File: src/rtl/memory_bank_pkg.sv
// Shared definitions for the memory bank configuration writer.
// Holds the default geometry and timing, the FSM state encoding and a
// small sizing helper used by the top level.
package memory_bank_pkg;

    localparam int BL_WIDTH_DEF  = 3;
    localparam int WL_WIDTH_DEF  = 3;
    localparam int SETUP_CYC_DEF = 1;
    localparam int PULSE_CYC_DEF = 2;
    localparam int HOLD_CYC_DEF  = 1;

    typedef enum logic [2:0] {
        ST_IDLE  = 3'd0,
        ST_LOAD  = 3'd1,
        ST_SETUP = 3'd2,
        ST_PULSE = 3'd3,
        ST_HOLD  = 3'd4,
        ST_DONE  = 3'd5
    } state_e;

    function automatic int max3(input int a, input int b, input int c);
        int m;
        m = (a > b) ? a : b;
        return (m > c) ? m : c;
    endfunction

endpackage

File: src/rtl/memory_bank_phase_timer.sv
// Loadable down-counter shared by the SETUP, PULSE and HOLD phases.
// Ports:
//   prog_clk, prog_reset_n : clock, async active-low reset
//   load_i, load_val_i     : load the counter (phase length minus one)
//   expire_o               : counter has reached zero (last cycle of phase)
module memory_bank_phase_timer #(
    parameter int CNT_W = 1
) (
    input  logic             prog_clk,
    input  logic             prog_reset_n,
    input  logic             load_i,
    input  logic [CNT_W-1:0] load_val_i,
    output logic             expire_o
);

    logic [CNT_W-1:0] cnt_q;
    logic [CNT_W-1:0] cnt_d;

    always_comb begin
        cnt_d = cnt_q;
        if (load_i) begin
            cnt_d = load_val_i;
        end else if (cnt_q != '0) begin
            cnt_d = cnt_q - CNT_W'(1);
        end
    end

    always_ff @(posedge prog_clk or negedge prog_reset_n) begin
        if (!prog_reset_n) begin
            cnt_q <= '0;
        end else begin
            cnt_q <= cnt_d;
        end
    end

    assign expire_o = (cnt_q == '0);

endmodule

File: src/rtl/memory_bank_config_writer.sv
// Writes a full configuration bank row by row: each row is captured over a
// valid/ready handshake, driven on the bit lines, then the row's word line is
// pulsed with setup and hold margins around it.
// Ports:
//   prog_clk, prog_reset_n : clock, async active-low reset
//   start, abort           : begin a bank load / cancel the load in progress
//   cfg_valid, cfg_ready   : row data handshake
//   cfg_data               : row data, bit i drives bl[i]
//   bl, wl                 : bit lines and word lines to the tile bank
//   busy, done             : load in progress / last load completed (sticky)
//
// state | meaning
// IDLE  | waiting for start, lines released
// LOAD  | ready for the next row's data
// SETUP | bit lines settling before the word line pulse
// PULSE | word line of the current row asserted
// HOLD  | bit lines held after the word line drops
// DONE  | one-cycle completion, sets done
module memory_bank_config_writer
    import memory_bank_pkg::*;
#(
    parameter int BL_WIDTH  = BL_WIDTH_DEF,
    parameter int WL_WIDTH  = WL_WIDTH_DEF,
    parameter int SETUP_CYC = SETUP_CYC_DEF,
    parameter int PULSE_CYC = PULSE_CYC_DEF,
    parameter int HOLD_CYC  = HOLD_CYC_DEF
) (
    input  logic                prog_clk,
    input  logic                prog_reset_n,
    input  logic                start,
    input  logic                abort,
    input  logic                cfg_valid,
    output logic                cfg_ready,
    input  logic [BL_WIDTH-1:0] cfg_data,
    output logic [0:BL_WIDTH-1] bl,
    output logic [0:WL_WIDTH-1] wl,
    output logic                busy,
    output logic                done
);

    localparam int ROW_W  = (WL_WIDTH > 1) ? $clog2(WL_WIDTH) : 1;
    localparam int PH_MAX = max3(SETUP_CYC, PULSE_CYC, HOLD_CYC);
    localparam int PH_W   = (PH_MAX > 1) ? $clog2(PH_MAX) : 1;
    localparam logic [ROW_W-1:0] LAST_ROW = ROW_W'(WL_WIDTH - 1);

    state_e              state_q, state_d;
    logic [ROW_W-1:0]    row_q, row_d;
    logic [BL_WIDTH-1:0] bl_q, bl_d;
    logic [WL_WIDTH-1:0] wl_q, wl_d;
    logic                ready_q, ready_d;
    logic                busy_q, busy_d;
    logic                done_q, done_d;

    logic                capture;
    logic                timer_load;
    logic [PH_W-1:0]     timer_val;
    logic                timer_expire;

    memory_bank_phase_timer #(
        .CNT_W(PH_W)
    ) u_phase_timer (
        .prog_clk    (prog_clk),
        .prog_reset_n(prog_reset_n),
        .load_i      (timer_load),
        .load_val_i  (timer_val),
        .expire_o    (timer_expire)
    );

    always_comb begin
        state_d    = state_q;
        row_d      = row_q;
        done_d     = done_q;
        capture    = 1'b0;
        timer_load = 1'b0;
        timer_val  = '0;
        case (state_q)
            ST_IDLE: begin
                if (start && !abort) begin
                    state_d = ST_LOAD;
                    row_d   = '0;
                    done_d  = 1'b0;
                end
            end
            ST_LOAD: begin
                if (abort) begin
                    state_d = ST_IDLE;
                end else if (cfg_valid && ready_q) begin
                    state_d    = ST_SETUP;
                    capture    = 1'b1;
                    timer_load = 1'b1;
                    timer_val  = PH_W'(SETUP_CYC - 1);
                end
            end
            ST_SETUP: begin
                if (abort) begin
                    state_d = ST_IDLE;
                end else if (timer_expire) begin
                    state_d    = ST_PULSE;
                    timer_load = 1'b1;
                    timer_val  = PH_W'(PULSE_CYC - 1);
                end
            end
            ST_PULSE: begin
                if (abort) begin
                    state_d = ST_IDLE;
                end else if (timer_expire) begin
                    state_d    = ST_HOLD;
                    timer_load = 1'b1;
                    timer_val  = PH_W'(HOLD_CYC - 1);
                end
            end
            ST_HOLD: begin
                if (abort) begin
                    state_d = ST_IDLE;
                end else if (timer_expire) begin
                    if (row_q == LAST_ROW) begin
                        state_d = ST_DONE;
                    end else begin
                        state_d = ST_LOAD;
                        row_d   = row_q + ROW_W'(1);
                    end
                end
            end
            ST_DONE: begin
                state_d = ST_IDLE;
            end
            default: begin
                state_d = ST_IDLE;
            end
        endcase

        // Outputs are derived from the next state so they come straight off flops.
        ready_d = (state_d == ST_LOAD);
        busy_d  = (state_d inside {ST_LOAD, ST_SETUP, ST_PULSE, ST_HOLD});
        if (state_d == ST_DONE) begin
            done_d = 1'b1;
        end

        wl_d = '0;
        if (state_d == ST_PULSE) begin
            wl_d[row_q] = 1'b1;
        end

        // Bit lines only carry data across SETUP/PULSE/HOLD; they are released
        // while waiting for a row so no stale pattern sits on the bank.
        bl_d = '0;
        if (state_d inside {ST_SETUP, ST_PULSE, ST_HOLD}) begin
            bl_d = capture ? cfg_data : bl_q;
        end
    end

    always_ff @(posedge prog_clk or negedge prog_reset_n) begin
        if (!prog_reset_n) begin
            state_q <= ST_IDLE;
            row_q   <= '0;
            bl_q    <= '0;
            wl_q    <= '0;
            ready_q <= 1'b0;
            busy_q  <= 1'b0;
            done_q  <= 1'b0;
        end else begin
            state_q <= state_d;
            row_q   <= row_d;
            bl_q    <= bl_d;
            wl_q    <= wl_d;
            ready_q <= ready_d;
            busy_q  <= busy_d;
            done_q  <= done_d;
        end
    end

    // Line outputs are declared ascending; map by index so bit i lands on line i.
    always_comb begin
        for (int i = 0; i < BL_WIDTH; i++) begin
            bl[i] = bl_q[i];
        end
        for (int j = 0; j < WL_WIDTH; j++) begin
            wl[j] = wl_q[j];
        end
    end

    assign cfg_ready = ready_q;
    assign busy      = busy_q;
    assign done      = done_q;

endmodule

File: config.mk
export PLATFORM = sky130hd
export DESIGN_NAME = memory_bank_config_writer
export DESIGN_NICKNAME = d
export VERILOG_FILES = /design/src/rtl/memory_bank_pkg.sv /design/src/rtl/memory_bank_phase_timer.sv /design/src/rtl/memory_bank_config_writer.sv
export SDC_FILE = /design/constraint.sdc
export NUM_CORES = 1
export LEC_CHECK = 0
export ABC_CLOCK_PERIOD_IN_PS = 5200
export BUFFER_PORTS_ARGS = -buffer_cell sky130_fd_sc_hd__buf_2
export CORE_MARGIN = 5
export CORE_UTILIZATION = 50
export CTS_BUF_LIST = sky130_fd_sc_hd__clkbuf_8
export CTS_CLUSTER_DIAMETER = 200
export CTS_CLUSTER_SIZE = 28
export DETAILED_ROUTE_END_ITERATION = 12
export PLACE_DENSITY = 0.8
export SYNTH_ARGS = -nofsm -noshare
export SYNTH_HDL_FRONTEND = slang
export SYNTH_SLANG_ARGS = --single-unit
File: constraint.sdc
create_clock -name prog_clk -period 5.2 [get_ports prog_clk]
set_clock_uncertainty 0.15 [all_clocks]
set_input_delay 0 -clock prog_clk [delete_from_list [all_inputs] [get_ports prog_clk]]
set_output_delay 0 -clock prog_clk [all_outputs]
set_load 0.02 [all_outputs]
==> Flow_metrics.wiki, run 1 <==
{| class="wikitable"
! Metric !! Value
|-
| Peak Freq || 537 MHz
|-
| Delay of the slowest cell on the worst path || 0.35 ns
|-
| Count of state elements after synthesis || 15
|-
| Total inserted antenna cells || 0
|-
| Via count || 580
|-
| Port buffer count || 16
|-
| Synthesis warning total || 0
|-
| Wire length reported by the detailed router || 1.45 mm
|-
| Power density over the cells || 274 mW/mm2
|-
| Slowest cell on the critical path || dfrtp_1
|-
| Global-route wire length before repair || 2.55 mm
|-
| Fin Setup TNS || 0 ns
|-
| Mean number of vias per cell || 5.47
|-
| Post-CTS Resized || 0
|-
| Longest Clk Path Bufs || 2
|-
| Number of instances in the placed design || 96
|-
| Clock Sink Count || 15
|-
| Placement Rows || 14
|-
| Number of DRC markers in iteration 0 || 21
|-
| Number of levels the H-tree was split into || 1
|-
| Peak VDD IR || 0.143 mV
|-
| Leakage power || 0.516 nW
|-
| Setup-violating endpoint count in the final report || 0
|-
| Post-detailed-route wirelength per cell || 13.7 um
|-
| Top-area cell type share of the netlist area || 50.6%
|-
| Distinct cells, synth || 28
|-
| Actual slew at the worst max-slew pin || 0.426 ns
|-
| Max-capacitance violation count || 0
|-
| Die ar. || 0.00235 mm2
|-
| Starting utilization of the core area || 51.0%
|-
| Hold slack || 0.0372 ns
|-
| Util after Layout || 64.4%
|-
| Hold Violations, Final || 0
|-
| Category of the worst setup path launch point || flop
|-
| Cell chosen for the clock root || clkbuf_8
|-
| CP Max Fanout || 4
|-
| Cells after Synth || 65
|-
| Total congestion overflow || 0
|-
| DRT antenna net count || 0
|-
| Cell area after synthesis || 742 um2
|-
| Maximum number of pins on one net before global-route repair || 16
|-
| Multi-input logic area || 340 um2
|-
| Nets@finish || 102
|-
| Crit end category || flop
|-
| Run status || complete, no violations
|-
| IO Pins || 17
|-
| Tot GR Track Use || 13.5%
|-
| Number of nets in the synthesized netlist || 76
|-
| Path type of the worst min-delay path || input port to asynchronous set/reset pin
|-
| Clock input transition at the sequential cells of the worst setup and hold paths || 0.06 ns
|-
| Final GP Congestion || 0.742
|-
| Area taken by flip-flops and latches || 375 um2
|-
| Share of the clock period used by the worst path after layout || 35.8%
|-
| Syn avg cell area || 11.4 um2
|-
| Count of pins over their slew limit || 0
|-
| Post-detailed-placement half-perimeter wirelength || 1.04 mm
|-
| PnR Total Power || 256 uW
|-
| Number of DRC violations after detailed routing || 0
|-
| Drt first pass iters || 4
|-
| TritonCTS Buffers || 3
|-
| Library cell occupying the most area in the post-synthesis netlist || dfrtp_1
|-
| Vertical extent of the die || 48.5 um
|-
| Final non-filler cell total || 106
|-
| Cell area after layout || 936 um2
|-
| Post-route minimum period || 1.86 ns
|-
| Number of fillers in the final layout || 115
|-
| Vias in the first global route || 606
|-
| Share of the yosys chip area belonging to registers || 50.6%
|-
| Chip Width || 48.5 um
|-
| Cell chain of the critical path || inv_1, ha_1, or2_2, a32o_1, nor2b_1, a22o_1
|-
| CTS tree || done
|-
| Area contributors post-synth || dfrtp_1 (51%), mux2i_1 (8.1%), ha_1 (5.1%)
|-
| Worst slack, placed || 3.34 ns
|-
| Data required time of the critical path || 5.18 ns
|-
| Layout cell share with drive strength beyond 1 || 26.7%
|-
| Number of antenna violations at the first check in global routing || 0
|-
| Area inside the core boundary || 0.00145 mm2
|-
| Worst Path Arrival || 1.85 ns
|-
| PnR worst setup slack || 3.34 ns
|-
| Post-CTS Setup Inserts || 0
|-
| Worst-case headroom to the max-slew limit || 71.6%
|-
| Setup slack, reg-to-reg || 3.34 ns
|-
| Category of the critical setup timing path || flop to flop
|-
| Insertion delay of the later-clocked pin in the worst-skew pair || 0.24 ns
|-
| RSZ-0062 raised after global routing || no
|-
| Cell area reported after detailed placement || 831 um2
|-
| Area added between synthesis and finish || 26.1%
|}
## logic make-up (layout without fill, tap and decap cells)
family / after synthesis / in the layout / share of synthesized area (%)
AOI/OAI and AO/OA: 10 / 10 / 11.1
xor gates and xnor gates: 1 / 1 / 1.18
adders and majority gates: 3 / 3 / 5.06
buffers and inverters: 5 / 30 / 3.54
DFF: 15 / 15 / 50.6
muxes: 6 / 6 / 8.09
and+or+nand+nor: 25 / 25 / 20.4
## cells in the final DEF (no fill, tap or decap), drive strengths merged, types with 2 or more instances in the layout
| cell type | n |
|---|---|
| buf | 16 |
| dfrtp | 15 |
| mux2i | 6 |
| dlygate4sd3 | 6 |
| inv | 5 |
| nor2 | 4 |
| nand2 | 4 |
| nor2b | 3 |
| and3 | 3 |
| a21oi | 3 |
| ha | 3 |
| clkbuf | 3 |
| nand2b | 2 |
| nand3 | 2 |
| or2 | 2 |
## worst max-delay path, delay by kind of cell, from the launching register on
| family | cells | cell delay [ns] |
|---|---|---|
| buf+inv | 1 | 0.08 |
| flops | 1 | 0.35 |
| fa+ha+maj | 1 | 0.21 |
| compound gates | 2 | 0.49 |
| simple gates | 2 | 0.47 |
## final cells by class
type                       count  area share (%)
inverter                       4            1.60
clock buffer                   3            4.41
tap                           16            2.14
clock inverter                 1           0.401
sequential                    15            40.1
multi-input combinational     45            36.4
timing repair buffer          22            15.0
## report_power, final
| group | switching (mW) | internal, mW |
|---|---|---|
| combinational | 0.0219 | 0.0176 |
| clock | 0.0382 | 0.0522 |
| sequential | 0.00465 | 0.122 |
## state kept, by name, indices dropped and copies added, names as in the netlist
name,count
cfg_ready,1
u_phase_timer.cnt_q,1
busy,1
row_q,2
done,1
state_q,3
bl_q,3
wl_q,3
## path summary, 6_finish.rpt
path                              start    endpoint  cells after the start
max                            row_q[0]        done                      6
min in group prog_clk         cfg_valid  state_q[0]                      4
min                        prog_reset_n  state_q[2]                      2
min reg2reg                        done        done                      1
max in group asynchronous  prog_reset_n     wl_q[1]                      2
max reg2reg                    row_q[0]        done                      6
## synth_stat cells
library cell and count:
nand2b_1 2, a22o_1 1, nand3b_1 1, nand3_1 2, a211oi_1 1, a21oi_1 3, a22oi_1 1, o311ai_2 1
nand2_1 3, mux2i_1 6, and3_1 3, buf_6 1, or4b_4 1, a32o_1 1, nor2b_1 3, nand2_2 1
ha_1 3, and2b_1 1, nor2_1 4, dfrtp_1 15, o211ai_2 1, inv_1 4, and3b_1 1, nand4b_1 1
or2_1 1, o21ai_0 1, xor2_1 1, or2_2 1
## metal layers
layer  track usage, %  share of wire, %
met3             4.29               7.2
met1             14.8                40
met2             23.3                51
met5                0                 0
met4             6.73               1.6
## repair_timing
item	CTS	global route
setup endpoints to repair	0	0
endpoints found under the hold margin	21	0
hold buffers	6	0
Power figures use the tool's default switching activity.
==> run 2: changes to the inputs <==
ABC_CLOCK_PERIOD_IN_PS = 1700   (was 5200)
CORE_UTILIZATION = 49   (was 50)
PLACE_DENSITY = 0.81   (was 0.8)
clock period = 1.7 ns   (was 5.2 ns; I/O delays follow)
==> Flow_metrics.wiki, run 2 (synthesized netlist as in run 1, its figures left out) <==
{| class="wikitable"
! Metric !! Value
|-
| Run status || complete, but fails checks
|-
| Failing checks || setup timing
|-
| Port buffer count || 16 (unchanged)
|-
| Max-capacitance violation count || 0 (unchanged)
|-
| Cells on worst reg2reg path || 4 (-2)
|-
| Leakage power || 0.574 nW (+11%)
|-
| Area inside the core boundary || 0.00147 mm2 (+1.2%)
|-
| Chip Width || 48.9 um (+0.80%)
|-
| CTS tree || done
|-
| Cell chosen for the clock root || clkbuf_8
|-
| Total congestion overflow || 0 (unchanged)
|-
| Path type of the worst min-delay path || input port to flop
|-
| Tot GR Track Use || 17.1% (+3.6 points)
|-
| Cell type group with the largest total delay on the critical path || simple AND/OR/NAND/NOR gates
|-
| Leading registers by flop count || bl_q x3, state_q x3, wl_q x3
|-
| Final GP Congestion || 0.794 (+7.1%)
|-
| Combinational group share of total power || 18.0% (+2.6 points)
|-
| Post-route minimum period || 1.74 ns (-0.125 ns)
|-
| Post-detailed-placement half-perimeter wirelength || 1.21 mm (+16%)
|-
| Peak VDD IR || 0.542 mV (+280%)
|-
| Actual slew at the worst max-slew pin || 0.368 ns (-0.0580 ns)
|-
| Crit end category || flop
|-
| Maximum number of pins on one net before global-route repair || 16 (unchanged)
|-
| Slowest cell on the critical path || or4b_4
|-
| Hold Path Cell Cnt || 3
|-
| Vias in the first global route || 681 (+12%)
|-
| Via count || 652 (+12%)
|-
| Net load switching power || 218 uW (+240%)
|-
| Clock input transition at the sequential cells of the worst setup and hold paths || 0.06 ns (about the same)
|-
| Post-detailed-route wirelength per cell || 15.4 um (+12%)
|-
| Die ar. || 0.00239 mm2 (+1.6%)
|-
| Worst slack, placed || -0.0445 ns (-3.39 ns)
|-
| Longest Clk Path Bufs || 2 (unchanged)
|-
| Delay of the slowest cell on the worst path || 0.59 ns (+0.24 ns)
|-
| Number of antenna violations at the first check in global routing || 0 (unchanged)
|-
| Number of DRC violations after detailed routing || 0 (unchanged)
|-
| Data required time of the critical path || 1.71 ns (-3.47 ns)
|-
| Worst Path Buf+Inv || 0 (-1)
|-
| Drt first pass iters || 4 (unchanged)
|-
| Switching fraction of total power || 26.5% (+1.3 points)
|-
| Worst-case headroom to the max-slew limit || 75.4% (+3.9 points)
|-
| Category of the critical setup timing path || flop to flop
|-
| Cell chain of the critical path || and2b_1, or4b_4, o211ai_2, xor2_1
|-
| Clock network fraction of total power || 35.0% (-0.2 points)
|-
| Global-route wire length before repair || 3.25 mm (+28%)
|-
| Internal Power || 603 uW (+210%)
|-
| Worst Path Arrival || 1.75 ns (-0.10 ns)
|-
| Share of the clock period used by the worst path after layout || 102% (+66 points)
|-
| Nets@finish || 113 (+11%)
|-
| Flop pwr share || 47.1% (-2.3 points)
|-
| Count of pins over their slew limit || 0 (unchanged)
|-
| PnR worst setup slack || -0.0383 ns (-3.37 ns)
|-
| Mean number of vias per cell || 5.57 (+1.8%)
|-
| Hold Violations, Final || 0 (unchanged)
|-
| Number of DRC markers in iteration 0 || 14 (-33%)
|-
| Category of the worst setup path launch point || flop
|-
| Cell count along the critical path || 4 (-2)
|-
| Power density over the cells || 791 mW/mm2 (+190%)
|-
| TritonCTS Buffers || 3 (unchanged)
|-
| Placement Rows || 14 (unchanged)
|-
| IO Pins || 17 (unchanged)
|-
| Most common library cell in the layout ignoring fill and taps || buf_2
|-
| DRT antenna net count || 0 (unchanged)
|-
| Wire length reported by the detailed router || 1.80 mm (+24%)
|-
| Starting utilization of the core area || 50.4% (-0.61 points)
|-
| Number of levels the H-tree was split into || 1 (unchanged)
|-
| Setup-violating endpoint count in the final report || 5 (+5)
|-
| Util after Layout || 70.6% (+6.2 points)
|-
| Area added between synthesis and finish || 40.0%
|-
| RSZ-0062 raised after global routing || yes
|-
| Layout cell share with drive strength beyond 1 || 39.6% (+13 points)
|-
| Vertical extent of the die || 48.9 um (+0.80%)
|-
| Top library cells by usage in the layout, fill and taps aside || buf_2 (16), dfrtp_1 (15), buf_4 (10)
|-
| CP Max Fanout || 4 (unchanged)
|-
| Clock Sink Count || 15 (unchanged)
|-
| Insertion delay of the later-clocked pin in the worst-skew pair || 0.25 ns (about the same)
|-
| PnR Total Power || 821 uW (+220%)
|-
| Total inserted antenna cells || 0 (unchanged)
|-
| Peak Freq || 575 MHz (+7.2%)
|}
## run 2: cell types whose count changed in the layout (fill, tap and decap cells not counted), sizes merged
cell / previous run / this run
buf: 16 / 26
dlygate4sd3: 6 / 7
clkinv: 0 / 1
inv: 5 / 4
## run 2: worst min-delay path, delay by kind of cell
| family | cells | cell delay [ns] |
|---|---|---|
| simple gates | 1 | 0.18 |
| compound gates | 1 | 0.08 |
| buf+inv | 1 | 0.13 |
## run 2: path summary, 6_finish.rpt
kind,from,to,slack [ns]
max in group asynchronous,prog_reset_n,wl_q[2],1.11
min,abort,bl_q[0],0.03
min in group asynchronous,prog_reset_n,row_q[0],0.04
min reg2reg,done,done,0.36
max reg2reg,state_q[1],busy,-0.04
max,state_q[1],busy,-0.04
## run 2: area by class of cell
class	count	area (um2)
Sequential cell	15	375
Clock inverter	1	5.00
Tap cell	16	20.0
Inverter	4	15.0
Timing Repair Buffer	33	225
Fill cell	111	433
Multi-Input combinational cell	45	357
Clock buffer	3	41.3
## run 2: timing repair
item / in CTS / in global routing
gates cloned: 0 / 0
hold buffers: 7 / 0
resized for setup: 2 / 2
hold endpoints to repair: 22 / 0
setup endpoints to repair: 6 / 9
pin swaps: 1 / 0
buffers inserted: 1 / 0
## run 2: metrics by stage
stage / area [um2] / TNS [ns] / cells / hold WS, ns
2_1_floorplan: 749 / -0.0775 / 65 / -0.446
4_1_cts: 1030 / -0.0681 / 117 / 0.0217
3_5_place_dp: 906 / -0.0715 / 105 / -0.229
6_report: 1040 / -0.133 / 117 / 0.0310
3_3_place_gp: 906 / 0 / 105 / -0.234
5_1_grt: 1040 / -0.516 / 117 / 0.0540
## run 2: power groups by stage
stage	sequential, mW	combinational [mW]	clock, mW
2_1_floorplan	0.403	0.0626	0
3_3_place_gp	0.390	0.126	0
3_5_place_dp	0.392	0.130	0
4_1_cts	0.385	0.144	0.291
5_1_grt	0.389	0.160	0.316
6_report	0.386	0.148	0.287
## run 2: layer usage
layer / track usage (%) / vias up / routed length [um]
met5: 0 / - / 0
met1: 21.5 / 306 / 719
met2: 28.3 / 36 / 919
met4: 6.73 / 0 / 53
li1: - / 304 / -
met3: 3.67 / 6 / 112
